===== src/rtl/imm_extend_if.sv =====
// Request/response bundle for the immediate extender: request handshake in,
// result handshake out, plus the running illegal-encoding count.
interface imm_extend_if #(
    parameter int WIDTH = 32
);
    logic             in_valid;
    logic             in_ready;
    logic [23:0]      Instr;
    logic [2:0]       ImmSrc;
    logic             out_valid;
    logic             out_ready;
    logic [WIDTH-1:0] ExtImm;
    logic             ImmCarry;
    logic             ImmErr;
    logic [7:0]       ErrCount;

    modport slave (
        input  in_valid, Instr, ImmSrc, out_ready,
        output in_ready, out_valid, ExtImm, ImmCarry, ImmErr, ErrCount
    );

    modport master (
        output in_valid, Instr, ImmSrc, out_ready,
        input  in_ready, out_valid, ExtImm, ImmCarry, ImmErr, ErrCount
    );
endinterface


===== src/rtl/imm_extend_pipe.sv =====
// Two-stage valid/ready immediate extender: stage 1 captures the raw fields,
// stage 2 forms the WIDTH-bit immediate, shifter carry and illegal-encoding flag.
module imm_extend_pipe #(
    parameter int WIDTH    = 32,
    parameter int BR_SHIFT = 2
) (
    input  logic        clk,
    input  logic        reset_n,
    imm_extend_if.slave bus
);
    logic             s1_valid_q;
    logic [23:0]      instr_q;
    logic [2:0]       src_q;
    logic             out_valid_q;
    logic [WIDTH-1:0] ext_q, ext_d;
    logic             carry_q, carry_d;
    logic             err_q, err_d;
    logic [7:0]       cnt_q, cnt_d;
    logic             s1_en, s2_en;

    assign s2_en        = !out_valid_q || bus.out_ready;
    assign s1_en        = !s1_valid_q || s2_en;
    assign bus.in_ready = s1_en;

    // Rotated data-processing immediate; a zero rotate makes the left term vanish.
    logic [31:0] imm8_32, rot_imm;
    logic [5:0]  rot;
    assign imm8_32 = {24'd0, instr_q[7:0]};
    assign rot     = {1'b0, instr_q[11:8], 1'b0};
    assign rot_imm = (imm8_32 >> rot) | (imm8_32 << (6'd32 - rot));

    logic [WIDTH-1:0] br_sext, off12;
    assign br_sext = WIDTH'($signed(instr_q));
    assign off12   = WIDTH'(instr_q[11:0]);

    always_comb begin
        ext_d   = '0;
        carry_d = 1'b0;
        err_d   = 1'b0;
        unique case (src_q)
            3'b000: ext_d = WIDTH'(instr_q[7:0]);
            3'b001: ext_d = off12;
            3'b010: ext_d = br_sext << BR_SHIFT;
            3'b011: begin
                ext_d   = WIDTH'(rot_imm);
                carry_d = (instr_q[11:8] != 4'd0) && rot_imm[31];
            end
            3'b100: ext_d = WIDTH'({instr_q[11:8], instr_q[3:0]});
            3'b101: ext_d = instr_q[23] ? off12 : -off12;
            default: err_d = 1'b1;
        endcase
    end

    always_comb begin
        cnt_d = cnt_q;
        if (out_valid_q && bus.out_ready && err_q && (cnt_q != 8'hFF))
            cnt_d = cnt_q + 8'd1;
    end

    always_ff @(posedge clk or negedge reset_n) begin
        if (!reset_n) begin
            s1_valid_q <= 1'b0;
            instr_q    <= '0;
            src_q      <= '0;
        end else if (s1_en) begin
            s1_valid_q <= bus.in_valid;
            if (bus.in_valid) begin
                instr_q <= bus.Instr;
                src_q   <= bus.ImmSrc;
            end
        end
    end

    // Data registers only load on a real result so a bubble leaves them stable.
    always_ff @(posedge clk or negedge reset_n) begin
        if (!reset_n) begin
            out_valid_q <= 1'b0;
            ext_q       <= '0;
            carry_q     <= 1'b0;
            err_q       <= 1'b0;
            cnt_q       <= '0;
        end else begin
            cnt_q <= cnt_d;
            if (s2_en) begin
                out_valid_q <= s1_valid_q;
                if (s1_valid_q) begin
                    ext_q   <= ext_d;
                    carry_q <= carry_d;
                    err_q   <= err_d;
                end
            end
        end
    end

    assign bus.out_valid = out_valid_q;
    assign bus.ExtImm    = ext_q;
    assign bus.ImmCarry  = carry_q;
    assign bus.ImmErr    = err_q;
    assign bus.ErrCount  = cnt_q;
endmodule


===== src/flat_wrapper.sv =====
// flat-port wrapper written by rule: the top's interface ports become plain ports
module imm_extend_pipe_flat 
#(
    parameter int WIDTH    = 32,
    parameter int BR_SHIFT = 2
)
  (clk, reset_n, bus_in_valid, bus_Instr, bus_ImmSrc, bus_out_ready, bus_in_ready, bus_out_valid, bus_ExtImm, bus_ImmCarry, bus_ImmErr, bus_ErrCount);
  imm_extend_if #(.WIDTH(WIDTH)) bus_i ();
  input  logic clk;
  input  logic reset_n;
  input wire logic [$bits(bus_i.in_valid)-1:0] bus_in_valid;
  input wire logic [$bits(bus_i.Instr)-1:0] bus_Instr;
  input wire logic [$bits(bus_i.ImmSrc)-1:0] bus_ImmSrc;
  input wire logic [$bits(bus_i.out_ready)-1:0] bus_out_ready;
  output wire logic [$bits(bus_i.in_ready)-1:0] bus_in_ready;
  output wire logic [$bits(bus_i.out_valid)-1:0] bus_out_valid;
  output wire logic [$bits(bus_i.ExtImm)-1:0] bus_ExtImm;
  output wire logic [$bits(bus_i.ImmCarry)-1:0] bus_ImmCarry;
  output wire logic [$bits(bus_i.ImmErr)-1:0] bus_ImmErr;
  output wire logic [$bits(bus_i.ErrCount)-1:0] bus_ErrCount;
  assign bus_i.in_valid = bus_in_valid;
  assign bus_i.Instr = bus_Instr;
  assign bus_i.ImmSrc = bus_ImmSrc;
  assign bus_i.out_ready = bus_out_ready;
  assign bus_in_ready = bus_i.in_ready;
  assign bus_out_valid = bus_i.out_valid;
  assign bus_ExtImm = bus_i.ExtImm;
  assign bus_ImmCarry = bus_i.ImmCarry;
  assign bus_ImmErr = bus_i.ImmErr;
  assign bus_ErrCount = bus_i.ErrCount;
  imm_extend_pipe #(.WIDTH(WIDTH), .BR_SHIFT(BR_SHIFT)) u_core (.clk(clk), .reset_n(reset_n), .bus(bus_i));
endmodule

===== config.mk =====
export PLATFORM = sky130hd
export DESIGN_NAME = imm_extend_pipe_flat
export DESIGN_NICKNAME = d
export VERILOG_FILES = /design/src/rtl/imm_extend_if.sv /design/src/rtl/imm_extend_pipe.sv /design/src/flat_wrapper.sv
export SDC_FILE = /design/constraint.sdc
export NUM_CORES = 1
export LEC_CHECK = 0
export CAP_MARGIN = 5
export CELL_PAD_IN_SITES_DETAIL_PLACEMENT = 0
export CELL_PAD_IN_SITES_GLOBAL_PLACEMENT = 1
export CORE_MARGIN = 2
export CORE_UTILIZATION = 37
export CTS_CLUSTER_SIZE = 16
export DETAILED_ROUTE_END_ITERATION = 16
export GPL_TIMING_DRIVEN = 0
export PLACE_DENSITY = 0.78
export SKIP_LAST_GASP = 1
export SLEW_MARGIN = 5
export SYNTH_ARGS = -nofsm -noshare
export SYNTH_HDL_FRONTEND = slang
export SYNTH_SLANG_ARGS = --single-unit

===== constraint.sdc =====
create_clock -name clk -period 2.5 [get_ports clk]
set_input_delay 0.5 -clock clk [delete_from_list [all_inputs] [get_ports clk]]
set_output_delay 0.5 -clock clk [all_outputs]
set_load 0.01 [all_outputs]

* Yosys cells after proc, flatten, opt, wreduce, memory -nomap -nowiden *
Index checks and enable logic that the tools add are counted.

storage, ports and cells
  output and inout bits = 44
  logic and storage cells = 37
  bits of input ports = 31
  flip-flop bits (word level) = 71

operators by class
  mux-type cells = 4
  shift operators = 2
  add/sub/neg operators = 3
  reductions and logical operators = 13
  bitwise gates (word level) = 1
  equal/unequal tests = 6

operator list
  operator                                                           count
  32-bit one-hot mux with 6 select lines                             1
  32-bit two-way mux                                                 1
  12-bit negation with 32-bit output                                 1
  32-bit bitwise OR                                                  1
  8-bit by 6-bit << shifter with 32-bit output                       1
  8-bit by 5-bit right shift with 32-bit output                      1
  8-bit by 1-bit adder with 8-bit output, second input constant      1
  8-bit inequality test, second input constant                       1
  3-bit by 2-bit == test with 1-bit output, second input constant    2
  3-bit == test, second input constant                               2
  6-bit OR reduction                                                 1
  6-bit by 5-bit subtractor with 6-bit output, first input constant  1
  1-bit logical AND                                                  4
  2-bit AND reduction                                                2
  4-bit nonzero test                                                 1
  3-bit by 1-bit == test with 1-bit output, second input constant    1
  3-bit zero test                                                    1
  1-bit zero test                                                    2
  1-bit logical OR                                                   2
  1-bit two-way mux                                                  2

* Longest topological paths before layout *
Gate-level depths: netlist of run 1.

  depth after elaboration = 5
  mapped depth = 11

* Worst setup path after synthesis of run 1 *
No wires, ideal clock.

  path kind = register -> register
  start = register u_core.instr_q[9]
  end = register u_core.ext_q[9] (netlist: u_core.bus.ExtImm[9])
  buffers on the path = 3
  arrival time = 2.479 ns
  stages on the path, launching flop included = 11
  clock period less this slack = 2.566 ns
  setup slack = -0.066 ns
  cell sequence = dfrtp_1 > buf_2 > buf_1 > inv_1 > ha_1 > buf_6 > xor2_4 > or3_1 > a31o_1 > or4_1 > o211ai_1

on the way
  cells in the longest elaborated chain, start to end = 4
  elaborated cells between the ends (all ways) = 7
  those cells by class = 2 x add/sub; 2 x shift; 2 x mux; 1 x bitwise

RTL lines
  element                                       line                   source
  start: declaration                            imm_extend_pipe.sv:12  logic [23:0] instr_q;
  start signal: assignment                      imm_extend_pipe.sv:68  instr_q <= bus.Instr;
  6-bit by 5-bit subtractor with 6-bit output   imm_extend_pipe.sv:30  assign rot_imm = (imm8_32 >> rot) | (imm8_32 << (6'd32 - rot));
  8-bit by 6-bit << shifter with 32-bit output  imm_extend_pipe.sv:30
  32-bit bitwise OR                             imm_extend_pipe.sv:30
  32-bit one-hot mux with 6 select lines *      imm_extend_pipe.sv:40  unique case (src_q)
  end signal: assignment                        imm_extend_pipe.sv:87  ext_q <= ext_d;
  end: declaration                              imm_extend_pipe.sv:15  logic [WIDTH-1:0] ext_q, ext_d;

Mark *: on every way between the ends. The rest lies on a longest branch, timed or not.
A chain may end at the register's enable or synchronous reset.

* Worst setup path in the final report of run 1 *
  start = register u_core.instr_q[8]
  end = register u_core.ext_q[3] (netlist: u_core.bus.ExtImm[3])

on the way
  cells in the longest elaborated chain, start to end = 4
  elaborated cells between the ends (all ways) = 5
  those cells by class = 1 x add/sub; 2 x shift; 1 x mux; 1 x bitwise

RTL lines
  element                                       line
  6-bit by 5-bit subtractor with 6-bit output   imm_extend_pipe.sv:30
  8-bit by 6-bit << shifter with 32-bit output  imm_extend_pipe.sv:30
  32-bit bitwise OR *                           imm_extend_pipe.sv:30
  32-bit one-hot mux with 6 select lines *      imm_extend_pipe.sv:40

Marks and branches as above.

==> flow_metrics.env, run 1 <==
export IMPL_muxShareOfSynthArea_pct=11.3
export IMPL_power_per_cell_area_nw_per_um2=818
export IMPL_grt_antenna_before_repair=0
export IMPL_holdBufCountCts=0
export IMPL_fin_worst_skew_ns=0.00766
export IMPL_grt_usage_pct=23.2
export IMPL_port_buffers=74
export IMPL_first_iter_violations=243
export IMPL_die_area_um2=12400
export IMPL_ys_top_cells_by_count="dfrtp_1 (71), nand2_1 (48), mux2_2 (31), nor2_1 (31), a21oi_1 (27)"
export IMPL_synth_compound_area_share_pct=19.4
export IMPL_grt_max_degree=40
export IMPL_cts_buffers=9
export IMPL_place_area_um2=5220
export IMPL_synth_ff_type="dfrtp_1"
export IMPL_finalCritPeriodShare_pct=97.5
export IMPL_synthAdderAreaFrac_pct=1.17
export IMPL_drtAntennaViolNets=0
export IMPL_synthCells=454
export IMPL_cp_arrival_ns=2.63
export IMPL_pre_cts_slack_ns=-0.977
export IMPL_yosys_area_top_type="dfrtp_1"
export IMPL_syn_to_final_growth_pct=34.0
export IMPL_outcome="complete, no violations"
export IMPL_leakage_nw=2.36
export IMPL_slew_viol_final=0
export IMPL_finalHoldViolCount=0
export IMPL_ys_seq_area_share_pct=41.5
export IMPL_clock_sinks=71
export IMPL_clk_pin_slew_ns=0.06
export IMPL_yosys_top_cells_area="dfrtp_1 (42%), mux2_2 (8.2%), nand2_1 (4.2%)"
export IMPL_ys_async_sr_fraction_pct=100
export IMPL_setup_slack_ns=0.0616
export IMPL_cts_tree="built"
export IMPL_drive_above_1_share_pct=18.1
export IMPL_post_synth_top_count_cell="dfrtp_1"
export IMPL_min_period_ns=2.44
export IMPL_worstSetupPathType="flip-flop to flip-flop"
export IMPL_dp_cells=672
export IMPL_ios=75
export IMPL_gp_congestion=0.906
export IMPL_grt_pass1_wl_mm=22.3
export IMPL_grt_pass1_vias=3993
export IMPL_ctsRootBufferMaster="clkbuf_16"
export IMPL_r2r_cells=10
export IMPL_synth_area_per_cell_um2=9.43
export IMPL_stdcell_count=696
export IMPL_synth_top_family_by_area="compound AO/OA/AOI/OAI gates"
export IMPL_maxCapViolations=0
export IMPL_layout_nets=584
export IMPL_r2r_end="u_core.bus.ExtImm[3]"
export IMPL_start_kind="flip-flop"
export IMPL_critical_path_required_ns=2.69
export IMPL_synth_seq_cells=71
export IMPL_coreArea_um2=11400
export IMPL_antennaDiodeCount=0
export IMPL_die_x_um=112
export IMPL_synth_simple_area_share_pct=17.6
export IMPL_tightestPinTransition_ns=0.743
export IMPL_vias=4032
export IMPL_clock_path_buffers=2
export IMPL_ir_drop_v=0.000426
export IMPL_regToRegSetupSlack_ns=0.06
export IMPL_routed_via_density=5.79
export IMPL_slew_headroom_pct=50.2
export IMPL_hold_ws_ns=0.0955
export IMPL_start_util_pct=37.6
export IMPL_die_h_um=112
export IMPL_h_tree_depth=3
export IMPL_grt_overflow_total=0
export IMPL_dr_pass1_iters=6
export IMPL_finalSetupViolCount=0
export IMPL_end_kind="flip-flop"
export IMPL_fin_setup_tns_ns=0
export IMPL_synth_edf_count=0
export IMPL_clk_latency_ns=0.34
export IMPL_cp_max_fo=8
export IMPL_rsz0062_at_grt="true"
export IMPL_fmax_mhz=410
export IMPL_wl_per_cell_um=20.5
export IMPL_synth_nets=489
export IMPL_num_rows=39
export IMPL_netlist_area_um2=4280
export IMPL_place_hpwl_mm=10.6
export IMPL_yosysWarnings=0
export IMPL_hold_path_class="primary input to async pin"
export IMPL_drc=0
export IMPL_synth_cell_types=65
export IMPL_drt_wl_total_mm=14.3
export IMPL_reg2reg_from="u_core.instr_q[8]"
export IMPL_yosysTopAreaCellShare_pct=41.5
export IMPL_synth_xor_area_share_pct=3.92
export IMPL_finalInstanceArea_um2=5730
[cell families after synthesis]
kind of cell | Yosys count
AOI/OAI and AO/OA | 120
buffers and inverters | 50
xor gates and xnor gates | 17
muxes | 42
DFF | 71
and+or+nand+nor | 150
adders and majority gates | 4
[critical path: stages (launching register included)]
cell and delay [ns]:
dfrtp_1 0.37, buf_6 0.12, inv_2 0.10, buf_8 0.14, ha_2 0.20, buf_6 0.14, nand2b_1 0.19, o21a_1 0.23
o32ai_1 0.12, a222oi_1 0.55, o21ai_0 0.14
[sequential cells by signal (all words and copies together) (netlist names)]
name,flops
u_core.instr_q,24
u_core.s1_valid_q,1
u_core.bus.ExtImm,32
u_core.bus.ImmErr,1
u_core.src_q,3
u_core.bus.ErrCount,8
u_core.bus.out_valid,1
u_core.bus.ImmCarry,1
[repair_timing]
action                     in CTS  in global routing
buffers inserted                4                  6
gates resized for setup        23                 15
cloned                          0                  1
setup endpoints to repair      33                 22
pin swaps                       3                  4
[stage by stage]
stage	util, %	total power [mW]
finish	50.4	4.69
global route	50.4	4.92
CTS	49.3	4.61
detailed placement	45.9	3.29
global placement	45.7	3.27
floorplan	-	2.52
[layout by cell type, fill, tap and decap left out, types with 9 or more instances in the layout]
cell and instances:
a21oi_1 26, buf_2 9, buf_4 12, clkbuf_1 20, clkbuf_16 9, clkdlybuf4s50_1 73
dfrtp_1 70, inv_1 10, mux2_2 31, nand2_1 48, nand3_1 17, nor2_1 31
o21ai_0 18
[area by class of cell]
type                    instances  area [um2]
multi-input cells             333        2390
inverters                      12        45.0
plain buffers                  36         213
fillers                      1111        5640
clock buffers                  11         233
clock inverters                 4        47.5
flip-flops and latches         71        1780
repair buffers                 86         851
well taps                     143         179
[report_power, final]
part	leakage (nW)	total (mW)	switching (mW)	internal, mW
Combinational	1.34	1.88	0.996	0.882
Clock	0.135	1.25	0.483	0.763
Sequential	0.891	1.57	0.195	1.37
Total	2.36	4.69	1.67	3.02
[how the worst max path moves through the flow]
stage,from,end,slack [ns],cells past startpoint
floorplan,u_core.instr_q[8],u_core.bus.ExtImm[26],0.03,10
global placement,reset_n,u_core.bus.ExtImm[31],-1.44,1
detailed placement,u_core.instr_q[8],u_core.bus.ExtImm[22],-0.98,9
CTS,u_core.instr_q[8],u_core.bus.ExtImm[26],0.01,10
global route,u_core.instr_q[3],u_core.bus.ExtImm[11],-0.06,7
finish,u_core.instr_q[8],u_core.bus.ExtImm[3],0.06,10
[metal layers]
layer	part of all wire, %	global-route usage [%]
met4	2.7	9.55
met3	6.2	3.92
met1	45	31.9
met5	0	0
met2	46	36.5
Power figures use the tool's default switching activity.
==> run 2, diff against run 1 <==
--- a/config.mk
+++ b/config.mk
@@ -8,7 +8,6 @@
 export CAP_MARGIN = 5
 export CELL_PAD_IN_SITES_DETAIL_PLACEMENT = 0
 export CELL_PAD_IN_SITES_GLOBAL_PLACEMENT = 1
-export CORE_MARGIN = 2
 export CORE_UTILIZATION = 37
 export CTS_CLUSTER_SIZE = 16
 export DETAILED_ROUTE_END_ITERATION = 16
==> run 2 against run 1 <==
Against the previous run:
- clock skew is 0.0025 ns higher
- die area shrank 3.6%
- global-route usage grew 3.1 points
- sequential power about the same
- clock power hardly changed
- first-iteration DRC count decreased by 6.2%
- routed wire length is 1.7% higher
- final area increased by 0.76%
- critical path depth is the same
- critical path type unchanged
- largest cell class unchanged
==> flow_metrics.env, run 2 (synthesis results as in run 1) <==
export IMPL_end_kind="flip-flop"
export IMPL_grt_antenna_before_repair=0
export IMPL_clock_sinks=71
export IMPL_largest_reg_flops=32
export IMPL_pre_cts_slack_ns=-1.07
export IMPL_holdBufCountCts=0
export IMPL_slew_viol_final=0
export IMPL_die_x_um=110
export IMPL_worstSetupPathType="flip-flop to flip-flop"
export IMPL_finalSetupViolCount=0
export IMPL_grt_pass1_vias=3932
export IMPL_pwr_share_comb_pct=40.3
export IMPL_critPathSlowestCell="dfrtp_1"
export IMPL_final_common_cell="clkdlybuf4s50_1"
export IMPL_maxCapViolations=0
export IMPL_drt_wl_total_mm=14.5
export IMPL_drc=0
export IMPL_place_area_um2=5220
export IMPL_pwr_share_clk_pct=26.2
export IMPL_outcome="complete, no violations"
export IMPL_ctsRootBufferMaster="clkbuf_16"
export IMPL_antennaDiodeCount=0
export IMPL_tightestPinTransition_ns=0.763
export IMPL_grtUsageMet1_pct=37.2
export IMPL_fin_worst_skew_ns=0.0102
export IMPL_die_area_um2=12000
export IMPL_dr_pass1_iters=5
export IMPL_cp_arrival_ns=2.65
export IMPL_path_cells="buf_6 -> buf_6 -> inv_1 -> ha_1 -> buf_4 -> mux2i_1 -> o22ai_2 -> a21oi_1 -> o311ai_1 -> a22o_1"
export IMPL_drive_above_1_share_pct=19.4
export IMPL_top_usage_layer="met2"
export IMPL_slew_headroom_pct=49.1
export IMPL_ir_drop_v=0.000461
export IMPL_start_kind="flip-flop"
export IMPL_hold_path_class="primary input to async pin"
export IMPL_first_iter_violations=228
export IMPL_grt_max_degree=38
export IMPL_gp_congestion=0.910
export IMPL_finalInstanceArea_um2=5780
export IMPL_num_rows=38
export IMPL_switching_power_mw=1.73
export IMPL_drtAntennaViolNets=0
export IMPL_syn_to_final_growth_pct=35.0
export IMPL_ios=75
export IMPL_place_hpwl_mm=10.7
export IMPL_clk_latency_ns=0.35
export IMPL_layout_nets=587
export IMPL_power_total_mw=4.70
export IMPL_leakage_nw=2.39
export IMPL_min_period_ns=2.42
export IMPL_port_buffers=74
export IMPL_stdcell_count=697
export IMPL_fin_setup_tns_ns=0
export IMPL_fmax_mhz=414
export IMPL_cpPeakStageDelay_ns=0.36
export IMPL_dp_cells=669
export IMPL_grt_pass1_wl_mm=22.9
export IMPL_die_h_um=110
export IMPL_path_common_cell="buf_6"
export IMPL_wl_per_cell_um=20.9
export IMPL_rsz0062_at_grt="false"
export IMPL_grt_usage_pct=26.3
export IMPL_cts_buffers=9
export IMPL_intPower_mw=2.96
export IMPL_multi_input_area_um2=2410
export IMPL_hold_ws_ns=0.105
export IMPL_finalHoldViolCount=0
export IMPL_seq_area_um2=1780
export IMPL_cp_max_fo=10
export IMPL_setup_slack_ns=0.0849
export IMPL_start_util_pct=38.8
export IMPL_clk_pin_slew_ns=0.06
export IMPL_met2_usage_pct=40.7
export IMPL_routed_via_density=5.76
export IMPL_critical_path_required_ns=2.74
export IMPL_grt_overflow_total=0
export IMPL_final_cell_mix="clkdlybuf4s50_1 (73), dfrtp_1 (70), nand2_1 (48), mux2_2 (31), nor2_1 (31)"
export IMPL_swShare_pct=36.9
export IMPL_fillers=1051
export IMPL_vias=4013
export IMPL_power_frac_seq_pct=33.4
export IMPL_power_per_cell_area_nw_per_um2=813
export IMPL_clock_path_buffers=2
export IMPL_use_met3_pct=3.91
export IMPL_cts_tree="built"
export IMPL_fin_util_pct=52.4
export IMPL_coreArea_um2=11000
export IMPL_finalCritPeriodShare_pct=96.6
export IMPL_h_tree_depth=3
run 2: repair_timing:
action | CTS | global route
endpoints found under the setup margin | 33 | 17
pin swaps | 3 | 5
buffers inserted | 5 | 9
cloned | 0 | 0
resized for setup | 24 | 17
run 2: per-layer routing:
| metal | wire length (um) | share of wire, % |
|---|---|---|
| met1 | 6790 | 47 |
| met2 | 6620 | 46 |
| met3 | 813 | 5.6 |
| met4 | 312 | 2.1 |
| met5 | 0 | 0 |
run 2: power groups by stage:
stage / Clock [mW] / Sequential [mW] / Combinational [mW]
final: 1.23 / 1.57 / 1.89
after global routing: 1.29 / 1.60 / 2.04
after CTS: 1.24 / 1.56 / 1.82
after detailed placement: 0 / 1.56 / 1.72
after global placement: 0 / 1.55 / 1.73
after floorplan: 0 / 1.60 / 0.921
run 2: cell type report:
class,instances,share of cell area [%]
multi-input combinational,333,41.8
sequential,71,30.8
timing repair buffer,89,15.2
clock buffer,10,4.14
buffer,36,3.55
tap,140,3.03
clock inverter,6,0.801
inverter,12,0.780
run 2: worst paths after layout:
check	depth (start not counted)	slack (ns)	end	startpoint
max in group asynchronous	2	1.84	u_core.bus.ErrCount[7]	reset_n
hold reg to reg	2	0.48	u_core.bus.ImmCarry	u_core.bus.ImmCarry
setup reg to reg	10	0.08	u_core.bus.ExtImm[13]	u_core.instr_q[9]
setup / recovery	10	0.08	u_core.bus.ExtImm[13]	u_core.instr_q[9]
hold / removal	1	0.11	u_core.instr_q[0]	reset_n
min in group clk	2	0.48	u_core.bus.ImmCarry	u_core.bus.ImmCarry
run 2: critical path, delay by kind of cell (launching register included):
kind            cells  cell delay, ns
compound gates      4            0.76
buf+inv             4            0.51
fa+ha+maj           1            0.35
mux                 1            0.31
flops               1            0.36
